File: src/rtl/imm_encoder.sv
// RV32I instruction encoder: packs I/S/B/J fields with immediate range and
// alignment checks, and expands the LI pseudo-op into ADDI or LUI(+ADDI).
module imm_encoder (
  input  logic        clk,
  input  logic        rst_n,
  input  logic        in_valid,
  output logic        in_ready,
  input  logic [2:0]  in_fmt,
  input  logic [6:0]  in_opcode,
  input  logic [2:0]  in_funct3,
  input  logic [4:0]  in_rd,
  input  logic [4:0]  in_rs1,
  input  logic [4:0]  in_rs2,
  input  logic [31:0] in_imm,
  output logic        out_valid,
  input  logic        out_ready,
  output logic [31:0] out_inst,
  output logic [1:0]  out_err,
  output logic [1:0]  state_dbg
);

  // Handshake: a beat moves on either side only at a rising clk edge where
  // valid and ready are both 1; valid never depends on ready, and out_inst /
  // out_err hold stable while out_valid is 1 and out_ready is 0.

  localparam logic [1:0] EMPTY = 2'd0;
  localparam logic [1:0] FULL  = 2'd1;
  localparam logic [1:0] FULL2 = 2'd2;

  localparam logic [2:0] FMT_I  = 3'd0;
  localparam logic [2:0] FMT_S  = 3'd1;
  localparam logic [2:0] FMT_B  = 3'd2;
  localparam logic [2:0] FMT_J  = 3'd3;
  localparam logic [2:0] FMT_LI = 3'd4;

  localparam logic [6:0] OP_LOAD   = 7'b0000011;
  localparam logic [6:0] OP_IMM    = 7'b0010011;
  localparam logic [6:0] OP_JALR   = 7'b1100111;
  localparam logic [6:0] OP_STORE  = 7'b0100011;
  localparam logic [6:0] OP_BRANCH = 7'b1100011;
  localparam logic [6:0] OP_JAL    = 7'b1101111;
  localparam logic [6:0] OP_LUI    = 7'b0110111;

  localparam logic [31:0] NOP = 32'h0000_0013;

  logic [1:0]  state;
  logic        accept;

  logic [31:0] pack_inst;
  logic [31:0] enc_inst;
  logic [1:0]  enc_err;
  logic        enc_two;
  logic [19:0] lui_hi;
  logic        op_ok;
  logic        fit12;
  logic        fit_b;
  logic        fit_j;

  logic [4:0]  pend_rd;
  logic [11:0] pend_imm;

  assign in_ready  = (state == EMPTY) | ((state == FULL) & out_ready);
  assign accept    = in_valid & in_ready;
  assign state_dbg = state;

  // Rounding the upper part by imm[11] compensates for ADDI sign-extending
  // its 12-bit immediate.
  assign lui_hi = in_imm[31:12] + {19'd0, in_imm[11]};

  assign op_ok = (in_opcode == OP_LOAD) | (in_opcode == OP_IMM) |
                 (in_opcode == OP_JALR);
  assign fit12 = ($signed(in_imm) >= -32'sd2048)    & ($signed(in_imm) <= 32'sd2047);
  assign fit_b = ($signed(in_imm) >= -32'sd4096)    & ($signed(in_imm) <= 32'sd4094);
  assign fit_j = ($signed(in_imm) >= -32'sd1048576) & ($signed(in_imm) <= 32'sd1048574);

  always_comb begin
    pack_inst = NOP;
    enc_err   = 2'b00;
    enc_two   = 1'b0;
    case (in_fmt)
      FMT_I: begin
        pack_inst = {in_imm[11:0], in_rs1, in_funct3, in_rd, in_opcode};
        if (!op_ok)      enc_err = 2'b11;
        else if (!fit12) enc_err = 2'b01;
      end
      FMT_S: begin
        pack_inst = {in_imm[11:5], in_rs2, in_rs1, in_funct3, in_imm[4:0], OP_STORE};
        if (!fit12) enc_err = 2'b01;
      end
      FMT_B: begin
        pack_inst = {in_imm[12], in_imm[10:5], in_rs2, in_rs1, in_funct3,
                     in_imm[4:1], in_imm[11], OP_BRANCH};
        enc_err   = {in_imm[0], ~fit_b};
      end
      FMT_J: begin
        pack_inst = {in_imm[20], in_imm[10:1], in_imm[11], in_imm[19:12], in_rd, OP_JAL};
        enc_err   = {in_imm[0], ~fit_j};
      end
      FMT_LI: begin
        if (fit12) begin
          pack_inst = {in_imm[11:0], 5'd0, 3'b000, in_rd, OP_IMM};
        end else begin
          pack_inst = {lui_hi, in_rd, OP_LUI};
          enc_two   = |in_imm[11:0];
        end
      end
      default: enc_err = 2'b11;
    endcase
    enc_inst = (enc_err != 2'b00) ? NOP : pack_inst;
  end

  always_ff @(posedge clk or negedge rst_n) begin
    if (!rst_n) begin
      state     <= EMPTY;
      out_valid <= 1'b0;
      out_inst  <= 32'd0;
      out_err   <= 2'b00;
      pend_rd   <= 5'd0;
      pend_imm  <= 12'd0;
    end else begin
      case (state)
        EMPTY, FULL: begin
          if (accept) begin
            state     <= enc_two ? FULL2 : FULL;
            out_valid <= 1'b1;
            out_inst  <= enc_inst;
            out_err   <= enc_err;
            pend_rd   <= in_rd;
            pend_imm  <= in_imm[11:0];
          end else if ((state == FULL) && out_ready) begin
            state     <= EMPTY;
            out_valid <= 1'b0;
          end
        end
        FULL2: begin
          if (out_ready) begin
            state    <= FULL;
            out_inst <= {pend_imm, pend_rd, 3'b000, pend_rd, OP_IMM};
            out_err  <= 2'b00;
          end
        end
        default: begin
          state     <= EMPTY;
          out_valid <= 1'b0;
        end
      endcase
    end
  end

endmodule

File: config.mk
export PLATFORM = sky130hd
export DESIGN_NAME = imm_encoder
export DESIGN_NICKNAME = d
export VERILOG_FILES = /design/src/rtl/imm_encoder.sv
export SDC_FILE = /design/constraint.sdc
export NUM_CORES = 1
export LEC_CHECK = 0
export ABC_CLOCK_PERIOD_IN_PS = 2600
export BUFFER_PORTS_ARGS = -buffer_cell sky130_fd_sc_hd__buf_2
export CORE_ASPECT_RATIO = 0.9
export CORE_MARGIN = 4
export CORE_UTILIZATION = 35
export DETAILED_ROUTE_END_ITERATION = 16
export GPL_TIMING_DRIVEN = 0
export HOLD_SLACK_MARGIN = 0.03
export PLACE_DENSITY = 0.55
export RECOVER_POWER = 25
export SETUP_SLACK_MARGIN = 0.02
export SYNTH_ARGS = -nofsm -noshare
export SYNTH_HDL_FRONTEND = slang
export SYNTH_SLANG_ARGS = --single-unit
File: constraint.sdc
create_clock -name clk -period 2.6 [get_ports clk]
set_input_delay 0.39 -clock clk [delete_from_list [all_inputs] [get_ports clk]]
set_output_delay 0.39 -clock clk [all_outputs]
set_load 0.1 [all_outputs]
==> flow_metrics.env, run 1 <==
export IMPL_status="complete, no violations"
export IMPL_drive_gt1_share_pct=30.3
export IMPL_yosysSeqAreaShare_pct=38.1
export IMPL_syn_mean_instance_area_um2=9.25
export IMPL_synth_compound_area_share_pct=22.9
export IMPL_drt_iter0_drc=178
export IMPL_path_clk_slew_ps=60
export IMPL_cp_required_ps=2770
export IMPL_cts_root_buf="clkbuf_16"
export IMPL_holdCritStartpoint="in_rd[0]"
export IMPL_rows=34
export IMPL_fin_ws_ps=195
export IMPL_dp_slack_ps=-136
export IMPL_core_area_um2=9780
export IMPL_synthAdderAreaFrac_pct=1.41
export IMPL_synth_async_reset_ratio_pct=100
export IMPL_dr_pass1_iters=4
export IMPL_setup_violations=0
export IMPL_clock_skew_ps=3.83
export IMPL_antenna_cells=0
export IMPL_ir_drop_mv=0.305
export IMPL_tightest_slew_ps=1400
export IMPL_synth_simple_area_share_pct=21.3
export IMPL_synth_xor_area_share_pct=3.21
export IMPL_yosysTopAreaCellShare_pct=38.1
export IMPL_synth_top_family_by_area="compound AO/OA/AOI/OAI gates"
export IMPL_seq_area_um2=1350
export IMPL_die_y_um=103
export IMPL_finalNonFillerCells=615
export IMPL_powerDensity_nw_per_um2=636
export IMPL_clk_latency_ps=290
export IMPL_start_util_pct=36.2
export IMPL_cp_start_kind="flop"
export IMPL_max_clock_path_buffers=2
export IMPL_yosys_register_bits=54
export IMPL_leakage_nw=1.98
export IMPL_layout_nets=557
export IMPL_ctsHoldBuffers=0
export IMPL_io_pin_count=102
export IMPL_drc=0
export IMPL_cts_sinks=54
export IMPL_yosys_warnings=0
export IMPL_grt_pass1_wl_mm=18.1
export IMPL_crit_path_end_kind="flop"
export IMPL_ant_nets=0
export IMPL_hold_viol=0
export IMPL_most_common_layout_cells="98 x buf_2, 53 x dfrtp_1, 31 x nor2_1, 31 x a21oi_1, 25 x nand2_1"
export IMPL_dp_cells=605
export IMPL_crit_type="flop to flop"
export IMPL_cp_max_fo=10
export IMPL_htree_levels=2
export IMPL_layout_commonest_cell="buf_2"
export IMPL_routed_via_density=5.62
export IMPL_grt_max_degree=55
export IMPL_multi_input_area_um2=2040
export IMPL_setup_tns_ps=0
export IMPL_synth_area_leaders="dfrtp_1 38%, mux2_2 5.1%, a21oi_1 4.4%"
export IMPL_fillers=978
export IMPL_total_power_mw=2.79
export IMPL_drt_total_wl_mm=11.6
export IMPL_num_vias=3454
export IMPL_synth_cell_area_um2=3540
export IMPL_antenna_found_initial=0
export IMPL_fmax_mhz=416
export IMPL_netlist_top_cell_by_area="dfrtp_1"
export IMPL_post_route_min_period_ps=2400
export IMPL_portBuffers=96
export IMPL_netlist_instances=383
export IMPL_die_w_um=114
export IMPL_synth_edf_count=0
export IMPL_cts_buffers=5
export IMPL_maxCapViolCount=0
export IMPL_grt_usage_pct=19.7
export IMPL_synthFlopType="dfrtp_1"
export IMPL_hpwl_mm=8.99
export IMPL_reg2reg_slack_ps=200
export IMPL_area_growth_syn_to_layout_pct=23.7
export IMPL_grt_pass1_vias=3302
export IMPL_cp_arrival_ps=2580
export IMPL_slew_headroom_pct=6.52
export IMPL_cts_tree="built"
export IMPL_dieArea_um2=11800
export IMPL_drv_slew=0
export IMPL_r2r_start="state_dbg[0]$_DFFE_PN0P_"
export IMPL_hp_class="primary input to flop"
export IMPL_synthDistinctLibCells=59
export IMPL_min_period_over_period_pct=92.5
export IMPL_place_congestion=0.869
export IMPL_grt_overflow_total=0
export IMPL_rsz0062_at_grt="false"
export IMPL_post_drt_wl_per_cell_um=18.8
export IMPL_synthMuxAreaShare_pct=8.48
export IMPL_synth_nets=451
export IMPL_crit_path_start="state_dbg[0]$_DFFE_PN0P_"
[Yosys cell counts, drive strengths merged (11+ instances only)]
library cell,number
mux2i,12
a21oi,31
o22ai,15
and3,11
inv,11
dfrtp,54
nor4,11
clkbuf,18
nand2,26
nor2,33
o21ai,23
mux2,16
[kinds of logic (layout without fill, tap and decap cells)]
group | after synthesis | in the layout
flops | 54 | 54
xor+xnor | 13 | 13
fa+ha+maj | 4 | 4
mux | 28 | 28
simple gates | 132 | 132
buf+inv | 36 | 142
compound gates | 116 | 116
[per-stage QoR]
stage / cell area, um2 / utilization [%] / hold WS, ps
6_report: 4380 / 44.8 / 373
5_1_grt: 4380 / 44.8 / 390
3_3_place_gp: 4180 / 42.8 / 445
2_1_floorplan: 3550 / - / 94.4
4_1_cts: 4350 / 44.5 / 374
3_5_place_dp: 4180 / 42.8 / 465
[routing by layer]
layer	GRT usage, %	routed length [um]
met1	29.5	5630
met5	0	0
met2	29.6	5020
met3	2.27	661
met4	6.48	249
[sequential cells by signal (all words and copies together) (netlist names)]
register	count
out_err	2
pend_imm	12
pend_rd	5
state_dbg	2
out_inst	32
out_valid	1
[critical path, stage by stage, from the launching register on]
cell and delay [ps]:
dfrtp_2 420, nor2b_1 160, or3b_2 440, clkbuf_1 220
and2_1 190, clkbuf_1 160, clkbuf_1 260, a221o_2 440
[power by group]
part | internal, mW | switching [mW] | total [mW] | leakage [nW]
clock network | 0.475 | 0.288 | 0.763 | 0.0829
logic | 0.238 | 0.776 | 1.01 | 1.23
registers | 0.948 | 0.0607 | 1.01 | 0.671
[worst paths after layout]
kind                                             to  cells past startpoint
min in group asynchronous  state_dbg[0]$_DFFE_PN0P_                      1
hold / removal               pend_rd[0]$_DFFE_PN0P_                      2
max in group asynchronous  state_dbg[0]$_DFFE_PN0P_                      1
setup reg to reg           out_inst[19]$_DFFE_PN0P_                      7
setup / recovery           out_inst[19]$_DFFE_PN0P_                      7
hold reg to reg             out_inst[0]$_DFFE_PN0P_                      1
[layout make-up]
class / count / area share (%)
Sequential cell: 54 / 30.9
Inverter: 11 / 0.942
Clock buffer: 6 / 3.17
Clock inverter: 1 / 0.685
Timing Repair Buffer: 99 / 11.5
Tap cell: 126 / 3.60
Buffer: 25 / 2.74
Multi-Input combinational cell: 293 / 46.5
[what timing repair did]
action / in CTS / in global routing
endpoints found under the setup margin: 0 / 24
buffers inserted: 0 / 3
gates resized for setup: 0 / 1
(Power assumes the default switching activity.)
==> run 2, diff against run 1 <==
CORE_UTILIZATION = 40   (was 35)
PLACE_DENSITY = 0.61   (was 0.55)
==> run 2 against run 1 <==
Net effect: hold slack got worse by 30 ps; sequential share of layout area rose by 0.56 points; register-to-register slack got worse by 20 ps; wire length fell by 3.6%; critical path type unchanged; largest cell class unchanged.
==> flow_metrics.env, run 2 (same netlist as run 1, synthesis figures left out) <==
export IMPL_status="complete, no violations"
export IMPL_grt_max_degree=55
export IMPL_grt_pass1_vias=3289
export IMPL_cp_slowest_cell="dfrtp_2"
export IMPL_tightest_slew_ps=1350
export IMPL_drc=0
export IMPL_dr_pass1_iters=4
export IMPL_hp_class="primary input to flop"
export IMPL_cts_buffers=5
export IMPL_die_w_um=107
export IMPL_drv_slew=0
export IMPL_path_clk_slew_ps=100
export IMPL_ant_nets=0
export IMPL_antenna_found_initial=0
export IMPL_finalNonFillerCells=607
export IMPL_total_power_mw=2.61
export IMPL_setup_violations=0
export IMPL_ctsHoldBuffers=0
export IMPL_crit_type="flop to flop"
export IMPL_post_drt_wl_per_cell_um=18.3
export IMPL_place_congestion=0.893
export IMPL_maxCapViolCount=0
export IMPL_fin_ws_ps=174
export IMPL_area_growth_syn_to_layout_pct=21.5
export IMPL_slew_headroom_pct=9.88
export IMPL_crit_top_cell="clkbuf_1"
export IMPL_htree_levels=2
export IMPL_ir_drop_mv=0.243
export IMPL_powerDensity_nw_per_um2=607
export IMPL_grt_overflow_total=0
export IMPL_core_area_um2=8610
export IMPL_top_register="out_inst"
export IMPL_die_y_um=97.3
export IMPL_path_cells="nor2b_1 > or3b_2 > clkbuf_1 > and2_1 > clkbuf_1 > clkbuf_1 > a221o_2"
export IMPL_cpPeakStageDelay_ps=440
export IMPL_drive_gt1_share_pct=29.7
export IMPL_dieArea_um2=10400
export IMPL_clock_skew_ps=3.99
export IMPL_leakage_nw=1.95
export IMPL_largest_reg_flops=32
export IMPL_antenna_cells=0
export IMPL_grt_usage_pct=21.1
export IMPL_routed_via_density=5.74
export IMPL_max_clock_path_buffers=2
export IMPL_cts_root_buf="clkbuf_8"
export IMPL_post_route_min_period_ps=2430
export IMPL_dp_cells=598
export IMPL_layout_commonest_cell="buf_2"
export IMPL_cp_required_ps=2800
export IMPL_start_util_pct=41.1
export IMPL_min_period_over_period_pct=93.3
export IMPL_num_vias=3486
export IMPL_cp_start_kind="flop"
export IMPL_crit_path_end_kind="flop"
export IMPL_rows=32
export IMPL_setup_tns_ps=0
export IMPL_dp_slack_ps=-159
export IMPL_cp_max_fo=10
export IMPL_portBuffers=96
export IMPL_most_common_layout_cells="97 x buf_2, 53 x dfrtp_1, 31 x nor2_1, 31 x a21oi_1, 25 x nand2_1"
export IMPL_grt_pass1_wl_mm=17.5
export IMPL_io_pin_count=102
export IMPL_cts_sinks=54
export IMPL_layout_nets=555
export IMPL_cts_tree="built"
export IMPL_drt_iter0_drc=253
export IMPL_hpwl_mm=8.66
export IMPL_fmax_mhz=412
export IMPL_drt_total_wl_mm=11.1
export IMPL_largestRegisters="out_inst: 32 flops, pend_imm: 12 flops, pend_rd: 5 flops"
export IMPL_final_core_util_pct=50.0
export IMPL_rsz0062_at_grt="false"
export IMPL_clk_latency_ps=310
export IMPL_cp_arrival_ps=2630
export IMPL_hold_viol=0
==> run 2: changes by cell type in the layout (fill, tap and decap cells not counted) <==
cell       before  now
clkbuf_8        1    6
buf_2          98   97
clkbuf_1       18   20
o21ai_0        14   13
buf_4           4    2
clkbuf_16       5    0
o21ai_1         9   10
==> run 2: critical path, delay by kind of cell, from the launching register on <==
kind,cells,cell delay (ps)
flip-flops,1,440
buffers and inverters,3,650
AO/OA/AOI/OAI,1,430
AND/OR/NAND/NOR,3,780
==> run 2: path summary, 6_finish.rpt <==
check | startpoint | to | slack [ps] | depth (start not counted)
min in group asynchronous | rst_n | out_valid$_DFFE_PN0P_ | 370 | 1
worst min register to register | out_inst[1]$_DFFE_PN0P_ | out_inst[1]$_DFFE_PN0P_ | 470 | 1
max in group asynchronous | rst_n | state_dbg[0]$_DFFE_PN0P_ | 1330 | 1
worst max-delay path | state_dbg[0]$_DFFE_PN0P_ | out_inst[19]$_DFFE_PN0P_ | 170 | 7
worst min-delay path | in_rd[2] | pend_rd[2]$_DFFE_PN0P_ | 340 | 2
worst max register to register | state_dbg[0]$_DFFE_PN0P_ | out_inst[19]$_DFFE_PN0P_ | 170 | 7
==> run 2: through the flow <==
stage	hold slack, ps	instance area (um2)
3_5_place_dp	457	4180
5_1_grt	358	4300
3_3_place_gp	443	4180
4_1_cts	349	4290
6_report	342	4300
2_1_floorplan	94.4	3550
==> run 2: area by class of cell <==
| cell class | instances | area (um2) |
|---|---|---|
| multi-input cells | 293 | 2040 |
| clock buffers | 7 | 86.3 |
| plain buffers | 25 | 120 |
| fillers | 835 | 4300 |
| clock inverters | 1 | 30.0 |
| flip-flops and latches | 54 | 1350 |
| inverters | 11 | 41.3 |
| repair buffers | 97 | 487 |
| well taps | 119 | 149 |
==> run 2: per-layer routing <==
metal / vias up / track usage (%) / share of wire, %
li1: 1652 / - / -
met1: 1668 / 32.4 / 47
met2: 153 / 30.7 / 43
met3: 13 / 2.92 / 8.1
met4: 0 / 5.90 / 1.4
met5: - / 0 / 0
==> run 2: power breakdown <==
group | internal (mW) | switching [mW]
Sequential | 0.947 | 0.0571
Combinational | 0.237 | 0.776
Clock | 0.314 | 0.281
Total | 1.50 | 1.11
==> run 2: what timing repair did <==
action / CTS / global route
resized for setup: 0 / 2
setup buffers: 0 / 1
endpoints found under the setup margin: 0 / 25
==> run 3, diff against run 2 <==
CORE_MARGIN = unset   (was 4)
==> run 3 against run 2 <==
Net effect: non-clock buffer count decreased by 1; total power increased by 3.3%; worst setup slack improved by 3.9 ps; critical path type unchanged; largest cell class unchanged.
==> flow_metrics.env, run 3 (same netlist as run 1, synthesis figures left out) <==
export IMPL_crit_end="out_inst[19]$_DFFE_PN0P_"
export IMPL_dr_pass1_iters=7
export IMPL_ff2ff_path_depth=7
export IMPL_fin_hold_ws_ps=353
export IMPL_start_util_pct=41.3
export IMPL_drive_gt1_share_pct=30.2
export IMPL_final_core_util_pct=50.5
export IMPL_rsz0062_at_grt="false"
export IMPL_routed_via_density=5.74
export IMPL_cp_slowest_cell="dfrtp_2"
export IMPL_most_common_layout_cells="98 x buf_2, 53 x dfrtp_1, 31 x nor2_1, 31 x a21oi_1, 25 x nand2_1"
export IMPL_die_y_um=91.3
export IMPL_maxCapViolCount=0
export IMPL_cp_start_kind="flop"
export IMPL_cts_tree="built"
export IMPL_fillers=859
export IMPL_holdCritStartpoint="in_rd[2]"
export IMPL_r2r_start="state_dbg[0]$_DFFE_PN0P_"
export IMPL_crit_top_cell="clkbuf_1"
export IMPL_cp_max_fo=10
export IMPL_grt_pass1_wl_mm=16.9
export IMPL_htree_levels=2
export IMPL_hpwl_mm=8.26
export IMPL_slew_headroom_pct=8.90
export IMPL_cpPeakStageDelay_ps=440
export IMPL_cts_sinks=54
export IMPL_status="complete, no violations"
export IMPL_layout_nets=554
export IMPL_crit_type="flop to flop"
export IMPL_num_vias=3479
export IMPL_dieArea_um2=9240
export IMPL_cp_depth=7
export IMPL_seq_area_um2=1350
export IMPL_post_drt_wl_per_cell_um=17.6
export IMPL_fmax_mhz=413
export IMPL_top_register="out_inst"
export IMPL_drv_slew=0
export IMPL_io_pin_count=102
export IMPL_cp_arrival_ps=2630
export IMPL_cp_top_family="simple AND/OR/NAND/NOR gates"
export IMPL_rr_endpoint="out_inst[19]$_DFFE_PN0P_"
export IMPL_dp_slack_ps=-184
export IMPL_ir_drop_mv=0.270
export IMPL_grt_overflow_total=0
export IMPL_place_congestion=0.903
export IMPL_crit_path_end_kind="flop"
export IMPL_post_route_min_period_ps=2420
export IMPL_antenna_cells=0
export IMPL_rows=32
export IMPL_antenna_found_initial=0
export IMPL_total_power_mw=2.70
export IMPL_tightest_slew_ps=1370
export IMPL_largest_reg_flops=32
export IMPL_largestRegisters="out_inst: 32 flops, pend_imm: 12 flops, pend_rd: 5 flops"
export IMPL_fin_ws_ps=178
export IMPL_leakage_nw=1.96
export IMPL_hold_viol=0
export IMPL_path_clk_slew_ps=100
export IMPL_max_clock_path_buffers=2
export IMPL_area_growth_syn_to_layout_pct=22.1
export IMPL_cp_required_ps=2800
export IMPL_ant_nets=0
export IMPL_clock_skew_ps=8.52
export IMPL_reg2reg_slack_ps=180
export IMPL_portBuffers=96
export IMPL_setup_tns_ps=0
export IMPL_crit_buf_inv=3
export IMPL_grt_usage_pct=24.0
export IMPL_grt_pass1_vias=3208
export IMPL_cts_root_buf="clkbuf_8"
export IMPL_path_cells="nor2b_1 > or3b_2 > clkbuf_1 > and2_1 > clkbuf_1 > clkbuf_1 > a221o_2"
export IMPL_min_period_over_period_pct=93.2
export IMPL_crit_path_start="state_dbg[0]$_DFFE_PN0P_"
export IMPL_multi_input_area_um2=2040
export IMPL_die_w_um=101
export IMPL_drt_iter0_drc=249
export IMPL_drt_total_wl_mm=10.7
export IMPL_clk_latency_ps=310
export IMPL_drc=0
export IMPL_layout_commonest_cell="buf_2"
export IMPL_hp_class="primary input to flop"
export IMPL_grt_max_degree=55
export IMPL_setup_violations=0
export IMPL_powerDensity_nw_per_um2=624
export IMPL_cts_buffers=5
export IMPL_core_area_um2=8570
run 3: cell types whose count changed in the layout (fill, tap and decap cells not counted):
cell	previous run	this run
clkbuf_1	20	17
buf_2	97	98
buf_4	2	1
bufinv_16	1	2
clkbuf_2	1	2
run 3: how the worst min path moves through the flow:
stage / end / cells past startpoint
CTS: pend_rd[3]$_DFFE_PN0P_ / 2
detailed placement: pend_imm[11]$_DFFE_PN0P_ / 2
finish: pend_rd[2]$_DFFE_PN0P_ / 2
global route: pend_imm[6]$_DFFE_PN0P_ / 2
global placement: out_inst[0]$_DFFE_PN0P_ / 1
floorplan: out_err[0]$_DFFE_PN0P_ / 0
run 3: worst register-to-register path, stage by stage (launching register included):
cell and delay [ps]:
dfrtp_2 440, nor2b_1 170, or3b_2 440, clkbuf_1 210, and2_1 190, clkbuf_1 170, clkbuf_1 260, a221o_2 430
run 3: timing repair:
| action | 4_1_cts | 5_1_grt |
|---|---|---|
| buffers inserted | 0 | 0 |
| gates resized for setup | 0 | 4 |
| endpoints found under the setup margin | 0 | 26 |
| hold buffers | 0 | 0 |
run 3: cell type report:
type	count	share of cell area (%)
clock inverter	2	1.39
sequential	54	31.3
tap	119	3.44
inverter	11	0.955
clock buffer	6	1.91
timing repair buffer	96	11.1
buffer	25	2.81
multi-input combinational	293	47.1
run 3: report_power, final:
part           switching (mW)  internal, mW  total, mW
combinational           0.771         0.236       1.01
sequential             0.0573         0.947       1.00
clock                   0.276         0.411      0.687
total                    1.10          1.59       2.70
run 3: metal layers:
| metal | vias to the layer above | global-route usage (%) | wire [um] |
|---|---|---|---|
| met4 | 0 | 5.92 | 115 |
| met5 | - | 0 | 0 |
| li1 | 1651 | - | - |
| met2 | 158 | 35.3 | 4700 |
| met1 | 1661 | 36.6 | 5110 |
| met3 | 9 | 3.23 | 755 |
run 3: per-stage QoR:
stage	instance area, um2	std cells
CTS	4320	606
global route	4330	606
detailed placement	4180	598
floorplan	3550	383
finish	4330	606
global placement	4180	598
